===== src/rtl/if_stage_pkg.sv =====
// if_stage_pkg: shared types and constants for the instruction-fetch stage.
package if_stage_pkg;

    localparam logic [31:0] NOP_INSTR = 32'h0000_0013;

    typedef enum logic [1:0] {BOOT, FETCH, WAIT, HOLD} fetch_state_e;

    typedef struct packed {
        logic        valid;
        logic [31:0] pc;
        logic [31:0] instr;
    } if_id_t;

endpackage


===== src/rtl/if_stage.sv =====
// if_stage: PC, single-outstanding imem fetch, IF/ID register with stall skid buffer
// and redirect flush.
module if_stage
    import if_stage_pkg::*;
#(
    parameter logic [31:0] RESET_PC = 32'h0000_0000
) (
    input  logic        clk,
    input  logic        rst_n,
    input  logic        stall,
    input  logic        redirect_valid,
    input  logic [31:0] redirect_pc,
    output logic        imem_req_valid,
    input  logic        imem_req_ready,
    output logic [31:0] imem_addr,
    input  logic        imem_rsp_valid,
    input  logic [31:0] imem_rsp_data,
    output logic        ifid_valid,
    output logic [31:0] ifid_pc,
    output logic [31:0] ifid_instr
);

    fetch_state_e r_state, w_next;
    logic [31:0]  r_pc, r_req_pc, w_target;
    logic         r_kill;
    if_id_t       r_ifid, r_skid, w_word;
    logic         w_accept, w_rsp, w_live_rsp, w_to_ifid, w_park;

    assign w_target   = redirect_pc & ~32'd3;
    assign w_accept   = (r_state == FETCH) && imem_req_ready;
    assign w_rsp      = (r_state == WAIT) && imem_rsp_valid;
    assign w_live_rsp = w_rsp && !r_kill && !redirect_valid;
    assign w_to_ifid  = !stall && (w_live_rsp || (r_state == HOLD));
    assign w_park     = w_live_rsp && stall;
    assign w_word     = (r_state == HOLD) ? r_skid : {1'b1, r_req_pc, imem_rsp_data};

    always_ff @(posedge clk or negedge rst_n) begin
        if (!rst_n) begin
            r_state <= BOOT;
        end else begin
            r_state <= w_next;
        end
    end

    always_comb begin
        w_next = r_state;
        case (r_state)
            BOOT:    w_next = FETCH;
            FETCH:   w_next = imem_req_ready ? WAIT : FETCH;
            WAIT:    w_next = !imem_rsp_valid ? WAIT :
                              (r_kill || redirect_valid || !stall) ? FETCH : HOLD;
            HOLD:    w_next = (redirect_valid || !stall) ? FETCH : HOLD;
            default: w_next = BOOT;
        endcase
    end

    always_comb begin
        imem_req_valid = (r_state == FETCH);
        imem_addr      = r_pc;
        ifid_valid     = r_ifid.valid;
        ifid_pc        = r_ifid.pc;
        ifid_instr     = r_ifid.instr;
    end

    always_ff @(posedge clk or negedge rst_n) begin
        if (!rst_n) begin
            r_pc     <= RESET_PC;
            r_req_pc <= '0;
            r_kill   <= 1'b0;
            r_ifid   <= {1'b0, 32'h0, NOP_INSTR};
            r_skid   <= {1'b0, 32'h0, NOP_INSTR};
        end else begin
            if (redirect_valid) begin
                r_pc <= w_target;
            end else if (w_accept) begin
                r_pc <= r_pc + 32'd4;
            end
            if (w_accept) begin
                r_req_pc <= r_pc;
            end
            // an in-flight request that a redirect overtakes must be discarded on return
            if (w_rsp) begin
                r_kill <= 1'b0;
            end else if (redirect_valid && ((r_state == WAIT) || w_accept)) begin
                r_kill <= 1'b1;
            end
            if (redirect_valid) begin
                r_ifid <= {1'b0, r_ifid.pc, NOP_INSTR};
            end else if (w_to_ifid) begin
                r_ifid <= w_word;
            end else if (!stall) begin
                r_ifid <= {1'b0, r_ifid.pc, NOP_INSTR};
            end
            if (w_park) begin
                r_skid <= {1'b1, r_req_pc, imem_rsp_data};
            end
        end
    end

endmodule

===== config.mk =====
export PLATFORM = sky130hd
export DESIGN_NAME = if_stage
export DESIGN_NICKNAME = d
export VERILOG_FILES = /design/src/rtl/if_stage_pkg.sv /design/src/rtl/if_stage.sv
export SDC_FILE = /design/constraint.sdc
export NUM_CORES = 1
export LEC_CHECK = 0
export BUFFER_PORTS_ARGS = -buffer_cell sky130_fd_sc_hd__buf_2
export CAP_MARGIN = 20
export CORE_MARGIN = 2
export CORE_UTILIZATION = 44
export DETAILED_ROUTE_END_ITERATION = 6
export PLACE_DENSITY = 0.63
export SKIP_LAST_GASP = 1
export SLEW_MARGIN = 25
export SYNTH_ARGS = -nofsm -noshare
export SYNTH_HDL_FRONTEND = slang
export SYNTH_SLANG_ARGS = --single-unit

===== constraint.sdc =====
create_clock -name clk -period 2.22 [get_ports clk]
set_input_delay 0.222 -clock clk [delete_from_list [all_inputs] [get_ports clk]]
set_output_delay 0.222 -clock clk [all_outputs]
set_load 0.01 [all_outputs]

# --- Word level (Yosys, flattened, before mapping) ---
# Index checks and enable logic that the tools add are counted.
word_totals:
  reg_bits: 197
  input_bits: 70
  out_inout_bits: 98
  elab_cells: 48
op_classes:
  addsub: 1
  n_eq_ne: 4
  n_mux: 13
  bitwise: 1
  reduce_logical: 19
ops:
  columns: ["cell", "n"]
  rows:
  - ["65-bit 2-to-1 mux", 4]
  - ["32-bit 2-to-1 mux", 2]
  - ["32-bit by 3-bit adder with 32-bit output (second input constant)", 1]
  - ["2-bit 2-to-1 mux", 4]
  - ["2-bit case mux with 4 select lines", 1]
  - ["1-bit logical AND", 7]
  - ["1-bit logical OR", 5]
  - ["2-bit == test (second input constant)", 2]
  - ["2-bit nonzero test", 2]
  - ["1-bit zero test", 3]
  - ["3-bit by 1-bit != test with 1-bit output (second input constant)", 1]
  - ["2-bit by 1-bit == test with 1-bit output (second input constant)", 1]
  - ["2-bit zero test", 1]
  - ["1-bit 2-to-1 mux", 2]
  - ["2-bit AND reduction", 1]
  - ["1-bit inverter", 1]

# --- Logic depth before layout (Yosys ltp) ---
# Gate-level depths: netlist (run 1).
logic_depth:
  word_depth: 8
  mapped_depth: 7
  ltp_nobuf: 5

# --- Least setup slack after synthesis (run 1) ---
# Ideal clock, no wire load.
synth_path:
  kind: "reg-to-reg"
  from: "register r_pc[9], in the netlist imem_addr[9]"
  to: "register r_pc[25], in the netlist imem_addr[25]"
  t_arrival_ps: 1815
  required_ps: 2138
  setup_slack_ps: 323
  stages_incl_launch_ff: 7
  n_path_buf: 2
  period_less_slack_ps: 1897
  cell_sequence: "dfrtp_1 -> nand3_2 -> or4_1 -> clkbuf_1 -> buf_2 -> or3_1 -> a31oi_1"
synth_between:
  elab_chain_cells: 3
synth_lines:
  columns: ["element", "line", "text"]
  rows:
  - ["start: declaration", "if_stage.sv:24", "logic [31:0] r_pc, r_req_pc, w_target;"]
  - ["start signal: assignment", "if_stage.sv:74", "r_pc <= w_target;"]
  - ["start signal: assignment", "if_stage.sv:76", "r_pc <= r_pc + 32'd4;"]
  - ["32-bit by 3-bit adder with 32-bit output", "if_stage.sv:76", null]
  - ["32-bit 2-to-1 mux", "if_stage.sv:75", "end else if (w_accept) begin"]
  - ["32-bit 2-to-1 mux", "if_stage.sv:73", "if (redirect_valid) begin"]
# No other way between the ends. The select of a mux whose other input is x is not followed.
# A chain may end at the register's enable or synchronous reset.

# --- Worst setup path in the final report (run 1) ---
layout_path:
  from: "register r_state[1]"
  to: "register r_pc[29], in the netlist imem_addr[29]"
layout_between:
  elab_chain_cells: 3
layout_lines:
  columns: ["element", "line", "text"]
  rows:
  - ["start: declaration", "if_stage.sv:23", "fetch_state_e r_state, w_next;"]
  - ["start signal: assignment", "if_stage.sv:41", "r_state <= w_next;"]
  - ["2-bit by 1-bit == test with 1-bit output", "if_stage.sv:30", "assign w_accept = (r_state == FETCH) && imem_req_ready;"]
  - ["1-bit logical AND", "if_stage.sv:30", null]
  - ["2-bit nonzero test (no source line)", null, null]
# No other way between the ends.

==> flow_summary_export.csv, run 1 <==
group,metric,value,unit
status,status,"finished clean",
grt,antenna_found_initial,0,
yosys,synth-edff-count,0,
sta,timing.final.ws_setup,140,ps
pwr,p_leak,5.29,nW
worst_setup_path,worst_setup_path_start_kind,"flip-flop",
worst_hold_path,worstHoldPathType,"input port to flip-flop",
yosys,synth_top_area_share,0.548,
final_layout,seqCellArea,4760,um^2
floorplan,io_pins,168,
floorplan,start_util,0.449,
yosys,synth-simple-area-share,0.118,
worst_hold_path,hold_path_depth,2,
route,wl,19400,um
route,wl_per_cell,16.6,um
yosys,synth_common_cells,"184 x dfrtp_1, 102 x nand2_1, 72 x o21ai_0, 62 x mux2_1, 60 x mux2i_1",
pwr,vdd_ir_drop_max,0.572,mV
worst_hold_path,min_from,"imem_rsp_data[7]",
placed_design,gp_congestion,0.837,
pwr,power_density,1100,nW/um^2
sta,finClkSkew,8.62,ps
yosys,ys_types,51,
grt,grt_max_degree,66,
cts,clk_pin_slew,70,ps
yosys,avgSynthCellArea,11.3,um^2
yosys,synth_xor_area_frac,0.0115,
floorplan,die-area,20200,um^2
sta,min_period_over_period,0.937,
placed_design,dp_slack,151,ps
floorplan,num_rows,50,
sta,clock.fmax,0.481,GHz
yosys,async_flop_share,1.00,
yosys,synth_compound_area_frac,0.0900,
placed_design,post-dp-hpwl,13400,um
final_layout,area_growth,23.8,%
placed_design,place_area,9680,um^2
job,cap_viol_max_count,0,
worst_setup_path,end_kind,"flip-flop",
yosys,synth_ff_type,"dfrtp_1",
final_layout,drive_above_1_share,0.284,
cts,cts_buffer_depth,2,
sta,rsz0062_at_grt,"no",
route,dr_total_vias,6205,
grt,grt_usage,0.199,
cts,h-tree-depth,4,
floorplan,coreArea,18700,um^2
worst_setup_path,cp.arrival,2430,ps
final_layout,fill_cells,1631,
yosys,synthCells,742,
yosys,yosys_warnings,0,
route,drc,0,
sta,finalMaxSlewViolations,0,
sta,setup_tns,0,ps
cts,cts_tree,"done",
yosys,netlist_area,8400,um^2
floorplan,die_h,142,um
placed_design,portBuffers,163,
worst_setup_path,rr_endpoint,"imem_addr[29]",
cts,cts_root_buffer,"clkbuf_16",
worst_setup_path,ff2ff_path_depth,5,
worst_setup_path,regToRegSetupSlack,140,ps
yosys,synth_top_family_by_area,"multiplexers",
yosys,yosysSeqAreaShare,0.567,
sta,setup_viol,0,
grt,grt-ovfl-total,0,
route,drtAntennaViolNets,0,
cts,cts_sinks,190,
final_layout,multi_input_area,3380,um^2
worst_setup_path,cp_max_fo,16,
route,dr.pass1.iters,5,
worst_hold_path,min_to,"r_skid[7]",
route,initialDrtViolationCount,399,
worst_setup_path,crit_required,2570,ps
grt,grt_pass1_vias,6118,
yosys,synth_top_area_cell,"dfrtp_1",
sta,period_minus_slack,2080,ps
route,routed_via_density,5.32,
sta,hold_violations,0,
worst_setup_path,path_class,"flip-flop to flip-flop",
yosys,synthAdderAreaFrac,0.00149,
worst_setup_path,rr_startpoint,"r_state[1]",
yosys,ys_seq_elements,190,
floorplan,fp.dieW,142,um
grt,grt_pass1_wl,31700,um
cts,numCtsBuffers,17,
sta,tightest_slew,540,ps
final_layout,nets,991,
worst_setup_path,crit_path_start,"r_state[1]",
final_layout,diodes,0,
yosys,synthTopCellsByArea,"dfrtp_1 55%, mux2_1 8.3%, mux2i_1 7.2%, nand2_1 4.6%, o21ai_0 4.3%",
sta,max_slew_margin,0.640,
final_layout,finish.instance_area,10400,um^2
cts,clk_latency,430,ps
yosys,post-synth-top-count-cell,"dfrtp_1",
yosys,yosys-mux-area-fraction,0.180,
layout make-up:
cell class,count,area share
well taps,234,0.0281
multi-input cells,488,0.325
repair buffers,209,0.126
clock inverters,15,0.0168
flip-flops and latches,190,0.458
clock buffers,17,0.0409
inverters,14,0.00505
worst max path at each step:
| stage | slack [ps] | endpoint | cells past startpoint |
|---|---|---|---|
| 6_report | 140 | imem_addr[29] | 5 |
| 5_1_grt | 7 | imem_addr[21] | 5 |
| 4_1_cts | 130 | imem_addr[29] | 5 |
| 3_5_place_dp | 150 | imem_addr[29] | 5 |
| 3_3_place_gp | 170 | imem_addr[29] | 5 |
| 2_1_floorplan | 320 | imem_addr[25] | 6 |
flip-flops by register name, indices dropped and copies added (netlist names):
register,count
r_kill,1
ifid_valid,1
imem_addr,30
r_state,2
ifid_instr,32
r_req_pc,30
ifid_pc,31
r_skid,63
stage by stage:
step,utilization,instances,power [W],hold slack (ps)
6_report,0.556,1167,0.0114,17.7
5_1_grt,0.556,1167,0.0121,0.768
4_1_cts,0.556,1166,0.0115,0.871
3_5_place_dp,0.518,1123,0.00837,262
3_3_place_gp,0.518,1123,0.00826,262
2_1_floorplan,-,743,0.00706,-73.6
power breakdown:
group | total, W | internal (W) | leakage (nW) | switching [W]
Sequential | 0.00512 | 0.00449 | 2.45 | 0.000625
Clock | 0.00311 | 0.00170 | 0.285 | 0.00141
Combinational | 0.00316 | 0.00151 | 2.56 | 0.00165
worst max-delay path, stage by stage (launching register included):
cell      delay [ps]
dfrtp_1          390
nand4b_1         220
or4_1            540
buf_4            210
or4_1            480
a31oi_1          170
routing by layer:
layer	up-vias	wire length (um)	global-route usage
li1	3013	-	-
met1	3011	9570	0.290
met2	161	8750	0.306
met3	20	849	0.0333
met4	0	257	0.0637
met5	-	0	0
what timing repair did:
item	CTS	global route
endpoints found under the setup margin	0	1
setup buffers	0	1
hold endpoints to repair	71	0
gates resized for setup	0	0
hold buffers	11	0
cell families (layout without fill, tap and decap cells):
kind of cell / count (synthesis) / in the layout
compound gates: 125 / 125
xor+xnor: 11 / 11
fa+ha+maj: 1 / 1
buf+inv: 65 / 255
flops: 190 / 190
mux: 141 / 141
other cells: 1 / 2
simple gates: 208 / 208
layout by cell type, fill, tap and decap left out, types with 3 or more instances in the layout:
cell,Yosys,final
mux2_2,19,19
mux2i_1,60,60
or2_2,5,5
dfrtp_1,184,184
dlygate4sd3_1,0,11
a221o_1,4,4
or4_1,10,10
clkbuf_16,0,17
nor3_1,10,10
buf_4,3,26
o21ai_1,7,7
buf_2,11,162
dfstp_2,6,6
clkinvlp_4,0,4
o31ai_1,14,14
xor2_1,3,3
buf_12,0,9
nand3_1,14,14
o21ai_0,72,72
a311oi_1,3,3
inv_8,0,4
nor2b_1,4,4
xnor2_1,8,8
nor2_1,23,22
a31oi_1,7,7
o211ai_1,3,3
nand2_1,102,101
inv_1,13,13
mux2_1,62,62
a2111oi_0,3,3
nor4_1,7,7
inv_6,0,4
and3_1,7,7
nand4_1,15,15
(Power assumes the default switching activity.)
==> run 2: changes to the inputs <==
--- a/config.mk
+++ b/config.mk
@@ -7,6 +7,7 @@
 export LEC_CHECK = 0
 export BUFFER_PORTS_ARGS = -buffer_cell sky130_fd_sc_hd__buf_2
 export CAP_MARGIN = 20
+export CORE_ASPECT_RATIO = 1.1
 export CORE_MARGIN = 2
 export CORE_UTILIZATION = 44
 export DETAILED_ROUTE_END_ITERATION = 6
==> flow_summary_export.csv, run 2 (synthesis results as in run 1) <==
group,metric,value,unit
grt,grt-ovfl-total,0,
final_layout,fill_cells,1676,
placed_design,placedCellCount,1142,
final_layout,top_register,"r_skid",
placed_design,gp_congestion,0.833,
sta,finClkSkew,8.24,ps
pwr,p_leak,5.30,nW
route,wl,19500,um
grt,grtUsageMet3,0.0442,
sta,rsz0062_at_grt,"no",
route,initialDrtViolationCount,319,
route,routed_via_density,5.26,
floorplan,die_h,149,um
pwr,finalPower,0.0113,W
sta,finalMaxSlewViolations,0,
sta,tightest_slew,921,ps
sta,timing.final.ws_setup,178,ps
placed_design,dp_slack,182,ps
route,drc,0,
grt,grt_util_met2,0.314,
final_layout,seqCellArea,4760,um^2
placed_design,post-dp-hpwl,13700,um
sta,clock.fmax,0.490,GHz
grt,grt_pass1_vias,6192,
grt,grt_most_used_layer,"met2",
final_layout,nets,997,
worst_hold_path,worstHoldPathType,"input port to flip-flop",
sta,min_period_over_period,0.920,
final_layout,diodes,0,
final_layout,area_growth,24.0,%
placed_design,portBuffers,163,
floorplan,start_util,0.444,
worst_setup_path,cp.arrival,2390,ps
cts,numCtsBuffers,17,
route,dr_total_vias,6236,
grt,grt_pass1_wl,31700,um
worst_setup_path,ff2ff_path_depth,5,
floorplan,fp.dieW,136,um
cts,cts_resized,0,
final_layout,final_cells,1186,
floorplan,io_pins,168,
cts,cts_root_buffer,"clkbuf_16",
cts,clk_pin_slew,70,ps
job,cap_viol_max_count,0,
cts,clk_latency,430,ps
route,dr.pass1.iters,4,
pwr,vdd_ir_drop_max,0.669,mV
grt,use_met1,0.286,
floorplan,die-area,20200,um^2
grt,antenna_found_initial,0,
pwr,power_density,1080,nW/um^2
worst_setup_path,crit_required,2570,ps
floorplan,coreArea,18900,um^2
sta,setup_tns,0,ps
sta,setup_viol,0,
cts,cts_setup_buffers,0,
worst_setup_path,end_kind,"flip-flop",
grt,grt_max_degree,70,
cts,h-tree-depth,4,
cts,cts_tree,"done",
route,drtAntennaViolNets,0,
worst_setup_path,worst_setup_path_start_kind,"flip-flop",
worst_hold_path,hold_path_depth,3,
final_layout,final_cell_mix,"184 x dfrtp_1, 162 x buf_2, 101 x nand2_1, 71 x o21ai_0, 62 x mux2_1",
final_layout,largest_reg_flops,63,
worst_setup_path,path_class,"flip-flop to flip-flop",
worst_setup_path,cp_max_fo,16,
cts,postCtsHoldBufs,12,
route,wl_per_cell,16.4,um
final_layout,layout_commonest_cell,"dfrtp_1",
cts,cts_sinks,190,
sta,max_slew_margin,0.382,
final_layout,drive_above_1_share,0.283,
final_layout,multi_input_area,3380,um^2
floorplan,num_rows,53,
grt,grt_usage,0.201,
sta,period_minus_slack,2040,ps
status,status,"finished clean",
sta,hold_violations,0,
cts,cts_buffer_depth,2,
## run 2: cell count changes in the layout (fill, tap and decap cells not counted)
cell and delta:
buf_4 +7, clkbuf_1 +4, inv_8 -4, inv_6 -3, buf_12 -2, clkbuf_8 +2
clkinv_2 +1, clkinv_4 +1, clkinvlp_4 -1, dlygate4sd3_1 +1, o21ai_0 -1, o21ai_1 +1
## run 2: area by class of cell
| type | instances | share of cell area |
|---|---|---|
| clock inverter | 9 | 0.0106 |
| clock buffer | 23 | 0.0449 |
| inverter | 14 | 0.00504 |
| tap | 247 | 0.0297 |
| sequential | 190 | 0.457 |
| timing repair buffer | 215 | 0.128 |
| multi-input combinational | 488 | 0.325 |
## run 2: critical path, cell delays in order, from the launching register on
cell,delay [ps]
dfrtp_1,370
nand4b_1,180
or4_1,590
buf_12,180
or4_1,460
a31oi_1,180
## run 2: power breakdown
part	internal, W	switching, W	leakage (nW)
sequential	0.00449	0.000606	2.45
clock	0.00172	0.00128	0.274
combinational	0.00151	0.00167	2.58
## run 2: per-layer routing
metal  wire, um  vias up  part of all wire
met5          0        -                 0
met4        172        0            0.0088
met3       1210       15             0.062
met2       8820      194              0.45
met1       9250     3023              0.48
li1           -     3004                 -
## run 2: metrics by stage
stage	hold WS [ps]	area, um^2	util
final	21.8	10400	0.551
after global placement	240	9720	0.514
after CTS	0.162	10400	0.551
after floorplan	-73.6	8400	-
after detailed placement	249	9720	0.514
after global routing	9.35	10400	0.551
## run 2: worst paths after layout
path	to	startpoint	slack (ps)
worst max register to register	imem_addr[21]	r_state[1]	180
worst min-delay path	imem_addr[3]	redirect_pc[3]	20
min in group asynchronous	ifid_instr[2]	rst_n	330
max in group asynchronous	ifid_pc[21]	rst_n	1150
worst min register to register	r_skid[64]	r_skid[64]	470
worst max-delay path	imem_addr[21]	r_state[1]	180
==> run 3: changes to the inputs <==
--- a/config.mk
+++ b/config.mk
@@ -9,9 +9,10 @@
 export CAP_MARGIN = 20
 export CORE_ASPECT_RATIO = 1.1
 export CORE_MARGIN = 2
-export CORE_UTILIZATION = 44
+export CORE_UTILIZATION = 55
 export DETAILED_ROUTE_END_ITERATION = 6
-export PLACE_DENSITY = 0.63
+export PLACE_DENSITY = 0.77
+export SETUP_SLACK_MARGIN = 0.4
 export SKIP_LAST_GASP = 1
 export SLEW_MARGIN = 25
 export SYNTH_ARGS = -nofsm -noshare
==> flow_summary_export.csv, run 3 (synthesis results as in run 1) <==
group,metric,value,unit
route,wl_per_cell,18.0,um
worst_setup_path,crit_chain,"nand4b_1 -> or4_4 -> buf_6 -> buf_4 -> or4_1 -> nand3_1",
final_layout,nets,1013,
final_layout,fill_cells,1063,
worst_setup_path,critical_path_buf_inv_count,2,
grt,antenna_found_initial,0,
worst_setup_path,cp_top_family,"simple AND/OR/NAND/NOR gates",
sta,hold_violations,0,
route,drtAntennaViolNets,0,
grt,use_met1,0.358,
worst_setup_path,path_class,"flip-flop to flip-flop",
floorplan,coreArea,15000,um^2
final_layout,final_cells,1151,
cts,h-tree-depth,4,
route,initialDrtViolationCount,586,
cts,cts_root_buffer,"clkbuf_16",
route,dr.pass1.iters,5,
grt,grt_pass1_wl,32100,um
worst_setup_path,worst_setup_path_start_kind,"flip-flop",
sta,setup_viol,0,
worst_hold_path,worstHoldPathType,"input port to flip-flop",
final_layout,largest_reg_flops,63,
cts,cts_tree,"done",
final_layout,multi_input_area,3600,um^2
grt,grtUsageMet3,0.0505,
worst_setup_path,cp_slowest_cell,"or4_4",
route,routed_via_density,5.66,
sta,tightest_slew,600,ps
final_layout,area_growth,29.9,%
worst_setup_path,cp.depth,6,
floorplan,start_util,0.560,
grt,grt_util_met2,0.399,
worst_hold_path,hold_path_depth,3,
job,cap_viol_max_count,0,
worst_setup_path,cp.arrival,2300,ps
final_layout,drive_above_1_share,0.362,
sta,finClkSkew,5.32,ps
pwr,power_density,1070,nW/um^2
placed_design,portBuffers,163,
status,status,"finished clean",
placed_design,post-dp-hpwl,13000,um
sta,finalMaxSlewViolations,0,
route,dr_total_vias,6510,
pwr,vdd_ir_drop_max,0.580,mV
grt,grt-ovfl-total,0,
cts,numCtsBuffers,17,
cts,cts_sinks,190,
grt,grt_max_degree,73,
sta,min_period_over_period,0.872,
final_layout,seqCellArea,4770,um^2
sta,clock.fmax,0.516,GHz
floorplan,io_pins,168,
placed_design,placedCellCount,1085,
final_layout,finish.instance_area,10900,um^2
final_layout,layout_commonest_cell,"dfrtp_1",
cts,clk_latency,420,ps
grt,grt_usage,0.252,
cts,cts_buffer_depth,2,
grt,grt_most_used_layer,"met2",
worst_setup_path,end_kind,"flip-flop",
sta,max_slew_margin,0.600,
floorplan,die-area,16300,um^2
route,drc,0,
placed_design,gp_congestion,0.879,
worst_setup_path,cp_max_fo,11,
final_layout,diodes,0,
final_layout,top_register,"r_skid",
floorplan,fp.dieW,122,um
route,wl,20700,um
final_layout,final_cell_mix,"177 x dfrtp_1, 162 x buf_2, 101 x nand2_1, 72 x o21ai_0, 60 x mux2i_1",
floorplan,num_rows,47,
worst_setup_path,crit_required,2580,ps
placed_design,place_area,9600,um^2
sta,setup_tns,0,ps
sta,period_minus_slack,1940,ps
grt,grt_pass1_vias,6304,
cts,clk_pin_slew,70,ps
pwr,p_leak,5.62,nW
worst_setup_path,ff2ff_path_depth,6,
worst_setup_path,cpPeakStageDelay,530,ps
sta,rsz0062_at_grt,"yes",
floorplan,die_h,134,um
==> run 3: layer usage <==
| layer | up-vias | routed length (um) | share of wire |
|---|---|---|---|
| met5 | - | 0 | 0 |
| met4 | 0 | 213 | 0.010 |
| met3 | 20 | 1480 | 0.072 |
| met2 | 255 | 9970 | 0.48 |
| met1 | 3170 | 9060 | 0.44 |
| li1 | 3065 | - | - |
==> run 3: cell type report <==
cell class                 count  share of cell area
sequential                   190               0.437
multi-input combinational    489               0.330
timing repair buffer         230               0.152
tap                          196              0.0225
clock buffer                  19              0.0406
clock inverter                13              0.0128
inverter                      14             0.00482
==> run 3: timing repair <==
action | 4_1_cts | 5_1_grt
pin swaps | 3 | 8
hold endpoints to repair | 73 | 0
buffers inserted | 10 | 7
hold buffers | 7 | 0
endpoints found under the setup margin | 72 | 119
resized for setup | 23 | 44
cloned | 5 | 5
==> run 3: power breakdown <==
| group | total [W] | leakage, nW | switching (W) | internal, W |
|---|---|---|---|---|
| Clock | 0.00301 | 0.275 | 0.00132 | 0.00169 |
| Sequential | 0.00520 | 2.44 | 0.000705 | 0.00450 |
| Combinational | 0.00346 | 2.90 | 0.00172 | 0.00174 |
| Total | 0.0117 | 5.62 | 0.00374 | 0.00793 |
==> run 3: worst paths after layout <==
check	endpoint	start	slack, ps
setup / recovery	imem_addr[17]	r_state[1]	280
hold / removal	imem_addr[8]	redirect_pc[8]	20
setup reg to reg	imem_addr[17]	r_state[1]	280
hold reg to reg	ifid_instr[24]	ifid_instr[24]	470
max in group asynchronous	ifid_instr[1]	rst_n	1090
min in group asynchronous	ifid_instr[10]	rst_n	390
==> run 3: per-stage QoR <==
| stage | hold WS, ps | power (W) | setup slack [ps] | util |
|---|---|---|---|---|
| floorplan | -73.6 | 0.00706 | 373 | - |
| global placement | 281 | 0.00818 | 229 | 0.640 |
| detailed placement | 278 | 0.00835 | 230 | 0.640 |
| CTS | 0.359 | 0.0115 | 251 | 0.705 |
| global route | 15.3 | 0.0123 | 179 | 0.728 |
| finish | 15.8 | 0.0117 | 284 | 0.728 |
==> run 3: worst reg2reg max path, cell delays in order, from the launching register on <==
cell	delay (ps)
dfrtp_1	380
nand4b_1	190
or4_4	530
buf_6	160
buf_4	140
or4_1	390
nand3_1	90
